File: config.mk
export PLATFORM = sky130hd
export DESIGN_NAME = alu_sequencer
export DESIGN_NICKNAME = d
export VERILOG_FILES = /design/src/rtl/alu_sequencer.sv
export SDC_FILE = /design/constraint.sdc
export NUM_CORES = 1
export LEC_CHECK = 0
export CORE_MARGIN = 2
export CORE_UTILIZATION = 55
export CTS_CLUSTER_DIAMETER = 60
export DETAILED_ROUTE_END_ITERATION = 10
export PLACE_DENSITY = 0.78
export SLEW_MARGIN = 30
export SYNTH_ARGS = -nofsm -noshare
export SYNTH_HDL_FRONTEND = slang
export SYNTH_SLANG_ARGS = --single-unit
File: constraint.sdc
create_clock -name clk -period 3.18 [get_ports clk]
set_input_delay 0.318 -clock clk [delete_from_list [all_inputs] [get_ports clk]]
set_output_delay 0.318 -clock clk [all_outputs]
set_load 0.05 [all_outputs]
File: src/rtl/alu_sequencer.sv
// Accumulator ALU command sequencer: one-cycle logic/add ops, WIDTH-cycle shift-add multiply,
// and an optional WIDTH-cycle restoring divider built only when ALU_SEQ_DIV_EN is defined.
module alu_sequencer #(
  parameter int WIDTH = 16
) (
  input  logic             clk,
  input  logic             rst,
  input  logic             cmd_valid,
  output logic             cmd_ready,
  input  logic [3:0]       cmd_opcode,
  input  logic [WIDTH-1:0] cmd_operand,
  output logic [WIDTH-1:0] acc,
  output logic [WIDTH-1:0] rem,
  output logic             carry,
  output logic             err,
  output logic             done
);

  localparam int CW = $clog2(WIDTH);

  localparam logic [3:0] OP_NOOP  = 4'b0000;
  localparam logic [3:0] OP_RESET = 4'b0001;
  localparam logic [3:0] OP_ADD   = 4'b0010;
  localparam logic [3:0] OP_SUB   = 4'b0011;
  localparam logic [3:0] OP_MULT  = 4'b0100;
  localparam logic [3:0] OP_DIV   = 4'b0101;
  localparam logic [3:0] OP_AND   = 4'b0110;
  localparam logic [3:0] OP_OR    = 4'b0111;
  localparam logic [3:0] OP_NOT   = 4'b1000;
  localparam logic [3:0] OP_NOR   = 4'b1001;

  typedef enum logic [1:0] {
    IDLE = 2'b00,
    EXEC = 2'b01,
    MUL  = 2'b10,
    DIV  = 2'b11
  } state_t;

  state_t             state_q, state_d;
  logic [3:0]         op_q, op_d;
  logic [WIDTH-1:0]   opd_q, opd_d;
  logic [WIDTH-1:0]   acc_q, acc_d;
  logic [WIDTH-1:0]   rem_q, rem_d;
  logic               carry_q, carry_d;
  logic               err_q, err_d;
  logic               done_q, done_d;
  logic               ready_q, ready_d;
  logic [CW-1:0]      cnt_q, cnt_d;
  logic [2*WIDTH-1:0] prod_q, prod_d;
  logic [2*WIDTH-1:0] mcand_q, mcand_d;
  logic [WIDTH-1:0]   mplier_q, mplier_d;
  logic [2*WIDTH-1:0] prod_next;
  logic [WIDTH:0]     sum_ext;
`ifdef ALU_SEQ_DIV_EN
  logic [WIDTH-1:0]   quo_q, quo_d;
  logic [WIDTH-1:0]   rmd_q, rmd_d;
  logic [WIDTH:0]     rshift;
  logic [WIDTH-1:0]   rdiff;
  logic [WIDTH-1:0]   rmd_next;
  logic [WIDTH-1:0]   quo_next;
  logic               q_bit;
`endif

  // Next-state and datapath computation for every register
  always_comb begin
    state_d   = state_q;
    op_d      = op_q;
    opd_d     = opd_q;
    acc_d     = acc_q;
    rem_d     = rem_q;
    carry_d   = carry_q;
    err_d     = err_q;
    done_d    = 1'b0;
    cnt_d     = cnt_q;
    prod_d    = prod_q;
    mcand_d   = mcand_q;
    mplier_d  = mplier_q;
    prod_next = prod_q + (mplier_q[0] ? mcand_q : {(2*WIDTH){1'b0}});
    sum_ext   = {1'b0, acc_q} + {1'b0, opd_q};
`ifdef ALU_SEQ_DIV_EN
    quo_d     = quo_q;
    rmd_d     = rmd_q;
    rshift    = {rmd_q, quo_q[WIDTH-1]};
    rdiff     = rshift[WIDTH-1:0] - opd_q;
    q_bit     = (rshift >= {1'b0, opd_q});
    rmd_next  = q_bit ? rdiff : rshift[WIDTH-1:0];
    quo_next  = {quo_q[WIDTH-2:0], q_bit};
`endif

    case (state_q)
      IDLE: begin
        if (cmd_valid && ready_q) begin
          op_d  = cmd_opcode;
          opd_d = cmd_operand;
          cnt_d = {CW{1'b0}};
          if (cmd_opcode == OP_MULT) begin
            state_d  = MUL;
            prod_d   = {(2*WIDTH){1'b0}};
            mcand_d  = {{WIDTH{1'b0}}, acc_q};
            mplier_d = cmd_operand;
`ifdef ALU_SEQ_DIV_EN
          end else if ((cmd_opcode == OP_DIV) && (cmd_operand != {WIDTH{1'b0}})) begin
            state_d = DIV;
            quo_d   = acc_q;
            rmd_d   = {WIDTH{1'b0}};
`endif
          end else begin
            state_d = EXEC;
          end
        end else begin
          state_d = IDLE;
        end
      end

      EXEC: begin
        state_d = IDLE;
        done_d  = 1'b1;
        err_d   = 1'b0;
        case (op_q)
          OP_NOOP: begin
            acc_d = acc_q;
          end
          OP_RESET: begin
            acc_d   = {WIDTH{1'b0}};
            rem_d   = {WIDTH{1'b0}};
            carry_d = 1'b0;
          end
          OP_ADD: begin
            acc_d   = sum_ext[WIDTH-1:0];
            carry_d = sum_ext[WIDTH];
          end
          OP_SUB: begin
            acc_d   = acc_q - opd_q;
            carry_d = (opd_q > acc_q);
          end
          OP_AND: begin
            acc_d   = acc_q & opd_q;
            carry_d = 1'b0;
          end
          OP_OR: begin
            acc_d   = acc_q | opd_q;
            carry_d = 1'b0;
          end
          OP_NOT: begin
            acc_d   = ~acc_q;
            carry_d = 1'b0;
          end
          OP_NOR: begin
            acc_d   = ~(acc_q | opd_q);
            carry_d = 1'b0;
          end
`ifdef ALU_SEQ_DIV_EN
          // Only a zero divisor reaches EXEC with a DIV opcode
          OP_DIV: begin
            carry_d = 1'b0;
            err_d   = 1'b1;
          end
`endif
          default: begin
            err_d = 1'b1;
          end
        endcase
      end

      MUL: begin
        prod_d   = prod_next;
        mcand_d  = {mcand_q[2*WIDTH-2:0], 1'b0};
        mplier_d = {1'b0, mplier_q[WIDTH-1:1]};
        cnt_d    = cnt_q + CW'(1);
        if (cnt_q == CW'(WIDTH - 1)) begin
          state_d = IDLE;
          acc_d   = prod_next[WIDTH-1:0];
          carry_d = |prod_next[2*WIDTH-1:WIDTH];
          err_d   = 1'b0;
          done_d  = 1'b1;
        end else begin
          state_d = MUL;
        end
      end

      DIV: begin
`ifdef ALU_SEQ_DIV_EN
        quo_d = quo_next;
        rmd_d = rmd_next;
        cnt_d = cnt_q + CW'(1);
        if (cnt_q == CW'(WIDTH - 1)) begin
          state_d = IDLE;
          acc_d   = quo_next;
          rem_d   = rmd_next;
          carry_d = 1'b0;
          err_d   = 1'b0;
          done_d  = 1'b1;
        end else begin
          state_d = DIV;
        end
`else
        state_d = IDLE;
`endif
      end

      default: begin
        state_d = IDLE;
      end
    endcase

    ready_d = (state_d == IDLE);
  end

  // State and output registers; reset aborts any op in flight
  always_ff @(posedge clk or negedge rst) begin
    if (!rst) begin
      state_q  <= IDLE;
      op_q     <= 4'b0000;
      opd_q    <= {WIDTH{1'b0}};
      acc_q    <= {WIDTH{1'b0}};
      rem_q    <= {WIDTH{1'b0}};
      carry_q  <= 1'b0;
      err_q    <= 1'b0;
      done_q   <= 1'b0;
      ready_q  <= 1'b0;
      cnt_q    <= {CW{1'b0}};
      prod_q   <= {(2*WIDTH){1'b0}};
      mcand_q  <= {(2*WIDTH){1'b0}};
      mplier_q <= {WIDTH{1'b0}};
`ifdef ALU_SEQ_DIV_EN
      quo_q    <= {WIDTH{1'b0}};
      rmd_q    <= {WIDTH{1'b0}};
`endif
    end else begin
      state_q  <= state_d;
      op_q     <= op_d;
      opd_q    <= opd_d;
      acc_q    <= acc_d;
      rem_q    <= rem_d;
      carry_q  <= carry_d;
      err_q    <= err_d;
      done_q   <= done_d;
      ready_q  <= ready_d;
      cnt_q    <= cnt_d;
      prod_q   <= prod_d;
      mcand_q  <= mcand_d;
      mplier_q <= mplier_d;
`ifdef ALU_SEQ_DIV_EN
      quo_q    <= quo_d;
      rmd_q    <= rmd_d;
`endif
    end
  end

  assign cmd_ready = ready_q;
  assign acc       = acc_q;
  assign rem       = rem_q;
  assign carry     = carry_q;
  assign err       = err_q;
  assign done      = done_q;

endmodule

Word-level counts from Yosys, hierarchy flattened:

Index checks and enable logic that the tools add are counted.
W data, S select, Z words.

* add/subtract/negate cells: 4
* order comparisons: 1
* equal/unequal tests: 17
* mux-type cells: 27
* bitwise operators: 4
* reduce and logical (&&, ||, !) cells: 16

Operator list (number)
* $mux W32: 5
* $pmux W32 S2: 2
* $pmux W16 S7: 1
* $pmux W16 S2: 2
* $mux W16: 3
* $add A32 B32 Y32: 1
* $not A16 Y16: 2
* $add A16 B16 Y17: 1
* $and A16 B16 Y16: 1
* $gt A16 B16 Y1: 1
* $or A16 B16 Y16: 1
* $reduce_or A16 Y1: 1
* $sub A16 B16 Y16: 1
* $eq A4 B3 Y1 const B: 3
* $eq A4 B4 Y1 const B: 3
* $reduce_and A3 Y1: 3
* $eq A4 B2 Y1 const B: 2
* $ne A8 B8 Y1 const B: 1
* $pmux W4 S2: 1
* $reduce_or A8 Y1: 1
* $mux W2: 3
* $ne A2 B2 Y1 const B: 3
* $pmux W1 S2: 3
* $pmux W2 S3: 1
* 15 further kinds: 23

* register bits after elaboration: 126
* input port bits: 23
* word-level logic and storage cells: 81

Depth between registers and ports, before layout:

Gate-level depths: netlist of the first run.

* depth after elaboration: 5
* mapped depth: 14
* mapped depth without buffers: 14

Worst setup path before layout of the first run:

No wires, ideal clock.

* kind: reg-to-reg
* from: register mplier_q[0]
* to: register carry_q (netlist: carry)
* setup time: 0.133 ns
* data arrival time: 3.166 ns
* data required time: 3.047 ns
* setup slack: -0.119 ns
* stages on the path, launching flop included: 14
* path buffers: 1
* period minus slack after synthesis: 3.299 ns
* cells stage by stage: dfrtp_1 -> clkbuf_1 -> and2_1 -> fa_1 -> a21o_1 -> a221o_2 -> o221ai_2 -> o21ai_2 -> a21oi_2 -> a21oi_2 -> xor2_1 -> or4_1 -> nor4_1 -> a31oi_1

* longest elaborated chain between the ends: 5

RTL lines
* start: declaration: RTL line 51 `logic [WIDTH-1:0] mplier_q, mplier_d;`
* start signal: assignment: RTL line 224 `mplier_q <= {WIDTH{1'b0}};`
* start signal: assignment: RTL line 242 `mplier_q <= mplier_d;`
* $mux W32: RTL line 78 `prod_next = prod_q + (mplier_q[0] ? mcand_q : {(2*WIDTH){1'b0}});`
* $add A32 B32 Y32: RTL line 78
* $reduce_or A16 Y1: RTL line 173 `carry_d = |prod_next[2*WIDTH-1:WIDTH];`
* $mux W1: RTL line 170 `if (cnt_q == CW'(WIDTH - 1)) begin`
* $pmux W1 S2: RTL line 90 `case (state_q)`
* end signal: assignment: RTL line 235 `carry_q <= carry_d;`
* end: declaration: RTL line 44 `logic carry_q, carry_d;`

No other way between the ends. The select of a mux whose other input is x is not followed.
A chain may end at the register's enable or synchronous reset.

Final worst setup path of the first run:

Same ends and word-level chain as after synthesis.

==> results of run 1 <==
[worst max-delay path by stage]
stage          slack, ps    end        start  cells past startpoint
6_report            -130  carry  mplier_q[0]                     13
5_1_grt             -290  carry  mplier_q[0]                     14
4_1_cts             -160  carry  mplier_q[0]                     13
3_5_place_dp        -270  carry  mplier_q[0]                     13
3_3_place_gp        -190  carry   mcand_q[0]                     13
2_1_floorplan        -50  carry  mplier_q[0]                     13
[report_power, final]
group | switching, mW | internal, mW | leakage [nW]
Sequential | 0.365 | 1.93 | 1.65
Clock | 0.806 | 1.18 | 0.295
Combinational | 2.54 | 1.83 | 3.57
Total | 3.71 | 4.94 | 5.51
[cell type report]
cell class | count | area share, %
clock buffer | 17 | 3.69
clock inverter | 15 | 1.53
inverter | 50 | 1.63
multi-input combinational | 825 | 51.8
sequential | 126 | 27.4
tap | 220 | 2.39
timing repair buffer | 161 | 11.6
[logic make-up (layout without fill, tap and decap cells)]
| kind of cell | after synthesis | count (layout) | share of synthesized area (%) |
|---|---|---|---|
| buffers and inverters | 132 | 243 | 5.94 |
| AOI/OAI and AO/OA | 333 | 333 | 23.3 |
| adders and majority gates | 87 | 87 | 11.9 |
| DFF | 126 | 126 | 33.6 |
| muxes | 59 | 59 | 6.63 |
| and+or+nand+nor | 289 | 289 | 14.7 |
| other | 1 | 16 | 0.0400 |
| xor gates and xnor gates | 41 | 41 | 3.83 |
[sequential cells by signal, indices dropped and copies added (netlist names)]
register   count
done           1
state_q        2
prod_q        32
op_q           4
cmd_ready      1
mplier_q      16
carry          1
acc           16
err            1
opd_q         16
mcand_q       32
cnt_q          4
[critical path, delay by kind of cell, from the launching register on]
| family | cells | cell delay [ps] |
|---|---|---|
| compound gates | 7 | 1280 |
| xor+xnor | 1 | 160 |
| fa+ha+maj | 1 | 360 |
| buf+inv | 1 | 170 |
| flops | 1 | 390 |
| simple gates | 3 | 840 |
[cell usage in the layout (no fill, tap or decap), types with 19 or more instances in the layout]
cell	synthesis	layout
mux2_2	25	25
a22o_1	29	29
ha_1	84	79
a21oi_1	64	54
xnor2_1	25	24
nand2_1	121	121
a21o_1	31	30
nor2_1	43	42
clkdlybuf4s50_1	0	41
inv_1	50	50
o21ai_0	100	87
dfrtp_1	126	123
mux2i_1	34	34
and2_1	37	34
buf_4	16	116
nand3_1	19	19
[cells in the mapped netlist, types with 4 or more instances]
cell type,instances,area [um2]
dfrtp_1,126,3150
xor2_1,16,140
o21a_1,5,37.5
inv_1,50,188
a22o_1,29,254
a221oi_1,8,70.1
a21oi_1,64,320
xnor2_1,25,219
a31oi_1,13,81.3
clkbuf_1,59,221
nand2b_1,6,37.5
mux2_2,25,282
nor4_1,4,25.0
buf_4,16,120
nand4_1,7,43.8
a21o_1,31,233
nand3_1,19,95.1
ha_1,84,1050
a22oi_1,13,97.6
and3_1,6,37.5
buf_1,6,22.5
nor2_1,43,161
nor3_1,14,70.1
and2_1,37,231
mux2i_1,34,340
o211ai_1,13,97.6
nor3b_1,4,30.0
nand2_1,121,454
o21bai_1,7,52.6
or3_1,6,37.5
o221ai_1,9,78.8
o21ai_0,100,500
nor2b_1,8,50.1
[metal layers]
metal,routed length (um),vias to the layer above,global-route usage (%)
met2,11800,286,45.4
met5,0,-,0
li1,-,4034,-
met1,11700,4136,40.8
met3,1600,44,4.99
met4,463,0,7.60
[repair_timing]
action	in CTS	in global routing
hold buffers	0	1
resized for setup	15	47
endpoints found under the hold margin	0	68
setup endpoints to repair	8	15
pin swaps	10	24
setup buffers	5	8
==> summary.txt, run 1 <==
Cells and area
  – # diodes: 0
  – Seq. cell area: 3160 um2
  – Design Area, Final: 11500 um2
  – Post-layout nets: 1291
  – Fin cells: 1414
  – Final Util: 69.3%
  – Layout area overhead: 23.1%
  – Multi-input logic area: 5980 um2
  – Layout fillers: 1256
  – Layout cell share with drive strength beyond 1: 19.9%

Detailed routing
  – Post-Route WL: 25500 um
  – Wire length per cell: 18.0 um
  – ANT nets after route: 0
  – DRT iter0 DRCs: 855
  – Via/cell ratio: 6.01
  – Router iterations before antenna repair: 7
  – Vias: 8500
  – Post-route DRC: 0

Synth
  – Async set-or-reset flop fraction in the synthesized netlist: 100%
  – Avg Synthesized Cell Area: 8.78 um2
  – Post-synth EDFFs: 0
  – Mapped Area: 9370 um2
  – Ys flop type: dfrtp_1
  – Yosys reg bits: 126
  – Sequential area share after synthesis: 33.6%
  – Synthesized instance count: 1068
  – Unique masters post-synth: 71
  – Warnings, synthesis: 0

GRT
  – Total track usage: 28.6%
  – First-pass GRT wire length: 41200 um
  – Vias in the first global route: 8150
  – Antenna violations before repair: 0
  – Largest net degree at the start of global routing: 74
  – Gr ovfl total: 0

Setup path
  – CP Cell Sequence: buf_4 -> and2_4 -> fa_2 -> a21o_1 -> a221o_2 -> o221ai_4 -> o21ai_2 -> a21oi_2 -> a21oi_2 -> xor2_1 -> or4_4 -> nor4_4 -> a31oi_1
  – Peak per-stage delay on the critical path: 540 ps
  – Worst EP arrival: 3610 ps
  – R2R setup slack: -130 ps
  – Critical R2R Launch: mplier_q[0]
  – Crit Path Max Fanout: 7
  – R2R depth: 13
  – Reg-to-Reg End: carry
  – Slowest-stage cell, CP: or4_4
  – CP Capture Type: flip-flop
  – Req. time, crit path: 3480 ps
  – Critical setup path kind: flip-flop to flip-flop
  – Crit path top cell by count: a21oi_2
  – Startpoint Class: flip-flop

Clock network
  – Clock Tree Root: clkbuf_16
  – CTS sink count: 126
  – Worst-path clk slew: 60 ps
  – CTS tree: done
  – Clock latency on the worst-skew pair: 430 ps
  – CTS Buffer Depth: 2
  – Num CTS Buffers: 17
  – H-tree depth reported by CTS: 4

Placement
  – HPWL Detailed: 18000 um
  – Post-Place Cell Area: 10600 um2
  – Cells after DPL: 1368
  – Pre-CTS WS: -271 ps
  – Input/output buffers: 42
  – Routability congestion estimate: 0.932

Timing
  – Hold Fails Final Rpt: 0
  – Unrepaired setup endpoints after global routing: true
  – Final setup vio count: 5
  – Least-Margin Pin Slew: 924 ps
  – Max Slew Vio Count: 0
  – Rel. slew slack: 38.3%
  – Final min period: 3310 ps
  – Final period util: 104%
  – Post-Route Skew: 15.3 ps
  – Hold Slack: 479 ps
  – Sum Neg Setup Slack: -402 ps
  – Final WS setup: -128 ps
  – Max frequency: 302 MHz

Status
  – Failing checks: negative setup slack
  – Status: complete, but fails checks

Die
  – Die W: 135 um
  – Core ar.: 16600 um2
  – IO Pins: 59
  – Die footprint: 18100 um2
  – FP Rows: 47
  – Die H: 135 um
  – Starting density of the core: 56.3%

Pwr
  – Leak Pwr: 5.51 nW
  – Max VDD drop: 502 uV
  – Pwr Total: 8.66 mW
  – PwrDens: 750 nW/um2

Run
  – Max_cap viols: 0

Min path
  – Worst hold path type: input pin to async pin
Power figures use the tool's default switching activity.
==> run 2, diff against run 1 <==
--- a/config.mk
+++ b/config.mk
@@ -9,6 +9,7 @@
 export CORE_UTILIZATION = 55
 export CTS_CLUSTER_DIAMETER = 60
 export DETAILED_ROUTE_END_ITERATION = 10
+export HOLD_SLACK_MARGIN = 0.12
 export PLACE_DENSITY = 0.78
 export SLEW_MARGIN = 30
 export SYNTH_ARGS = -nofsm -noshare
==> run 2 against run 1 <==
Against the previous run:
- the run still ends with negative setup slack left
- clock power is essentially flat
- sequential power is essentially flat
- highest routed layer unchanged
- hold slack lost 4.1 ps
- critical path type unchanged
- via count grew 0.45%
- clock skew grew 3.7 ps
- final cell count is the same
- sequential share of layout area is the same
- power is essentially flat
- die area is the same
- critical endpoint unchanged
- setup slack gained 4.7 ps
==> summary.txt, run 2 (synthesis gave the netlist of run 1 again) <==
Cells and area
  – Layout cell share with drive strength beyond 1: 19.9%
  – # diodes: 0
  – Most frequent cells in the layout: dfrtp_1, nand2_1, buf_4
  – Registers with the most flip-flops: mcand_q x32, prod_q x32
  – Final Util: 69.3%
  – Design Area, Final: 11500 um2
  – Commonest non-fill, non-tap cell in the layout: dfrtp_1
  – Layout area overhead: 23.1%
  – Post-layout nets: 1291

Clock network
  – Worst-path clk slew: 60 ps
  – Clock Tree Root: clkbuf_16
  – CTS sink count: 126
  – CTS Buffer Depth: 2
  – Clock latency on the worst-skew pair: 430 ps
  – CTS tree: done
  – H-tree depth reported by CTS: 4
  – Num CTS Buffers: 17

Detailed routing
  – Vias: 8538
  – ANT nets after route: 0
  – Via/cell ratio: 6.04
  – Wire length per cell: 18.0 um
  – Post-Route WL: 25400 um
  – DRT iter0 DRCs: 796
  – Router iterations before antenna repair: 8
  – Post-route DRC: 0

Status
  – Status: complete, but fails checks
  – Failing checks: negative setup slack

Timing
  – Final period util: 104%
  – Max frequency: 303 MHz
  – Post-Route Skew: 19.0 ps
  – Unrepaired setup endpoints after global routing: true
  – Final min period: 3300 ps
  – Final setup vio count: 5
  – Rel. slew slack: 37.9%
  – Hold Slack: 475 ps
  – Hold Fails Final Rpt: 0
  – Sum Neg Setup Slack: -399 ps
  – Least-Margin Pin Slew: 929 ps
  – Max Slew Vio Count: 0
  – Final WS setup: -123 ps

Setup path
  – R2R setup slack: -120 ps
  – Worst EP arrival: 3610 ps
  – Req. time, crit path: 3480 ps
  – Startpoint Class: flip-flop
  – CP startpoint: mplier_q[0]
  – R2R depth: 13
  – Worst Setup EP: carry
  – CP Capture Type: flip-flop
  – Critical R2R Launch: mplier_q[0]
  – Crit Path Max Fanout: 7
  – Reg-to-Reg End: carry
  – Critical setup path kind: flip-flop to flip-flop

Die
  – IO Pins: 59
  – Core ar.: 16600 um2
  – Starting density of the core: 56.3%
  – FP Rows: 47
  – Die footprint: 18100 um2
  – Die W: 135 um
  – Die H: 135 um

Pwr
  – PwrDens: 750 nW/um2
  – Max VDD drop: 505 uV
  – Leak Pwr: 5.51 nW

GRT
  – Gr ovfl total: 0
  – Largest net degree at the start of global routing: 74
  – Vias in the first global route: 8155
  – Total track usage: 28.6%
  – Antenna violations before repair: 0
  – First-pass GRT wire length: 41200 um

Placement
  – Routability congestion estimate: 0.932
  – HPWL Detailed: 18000 um
  – Input/output buffers: 42
  – Post-Place Cell Area: 10600 um2

Min path
  – Worst hold path type: input pin to async pin

Run
  – Max_cap viols: 0
==> run 2: cell counts in the layout (fill, tap and decap cells not counted) <==
No cell type changed its count.
==> run 2: layer usage <==
layer / part of all wire, % / global-route usage (%) / up-vias / routed length [um]
li1: - / - / 4030 / -
met3: 5.9 / 4.99 / 48 / 1510
met4: 2.0 / 7.60 / 0 / 520
met1: 46 / 40.8 / 4172 / 11700
met2: 46 / 45.4 / 288 / 11700
met5: 0 / 0 / - / 0
==> run 2: power breakdown <==
| part | total [mW] | internal (mW) | switching [mW] |
|---|---|---|---|
| clock | 1.99 | 1.18 | 0.804 |
| combinational | 4.37 | 1.83 | 2.54 |
| sequential | 2.29 | 1.93 | 0.364 |
| total | 8.65 | 4.95 | 3.71 |
==> run 2: stage by stage <==
step / std cells / setup WS [ps] / power [mW]
floorplan: 1083 / -52.5 / 5.02
global placement: 1368 / -186 / 6.36
detailed placement: 1368 / -271 / 6.46
CTS: 1406 / -164 / 8.51
global route: 1414 / -286 / 9.17
finish: 1414 / -123 / 8.65
==> run 2: repair_timing <==
action                     CTS  global route
resized for setup           15            47
hold endpoints to repair    68             0
hold buffers                 1             0
setup endpoints to repair    8            15
pin swaps                   10            24
buffers inserted             5             8
==> run 2: area by class of cell <==
class	count	area [um2]
timing repair buffer	161	1330
fill	1257	5110
multi-input combinational	825	5980
inverter	50	188
clock inverter	15	176
tap	220	275
clock buffer	17	425
sequential	126	3160
==> run 2: worst min path at each step <==
stage	endpoint	slack, ps	cells past startpoint
floorplan	acc[0]	20	0
global placement	mplier_q[4]	460	2
detailed placement	mplier_q[15]	470	2
CTS	mplier_q[7]	490	2
global route	mplier_q[12]	510	2
finish	opd_q[9]	470	2
==> run 2: critical path, stage by stage (launching register included) <==
cell,delay [ps]
dfrtp_1,390
buf_4,170
and2_4,150
fa_2,360
a21o_1,180
a221o_2,380
o221ai_4,200
o21ai_2,90
a21oi_2,220
a21oi_2,110
xor2_1,160
or4_4,540
nor4_4,150
a31oi_1,100
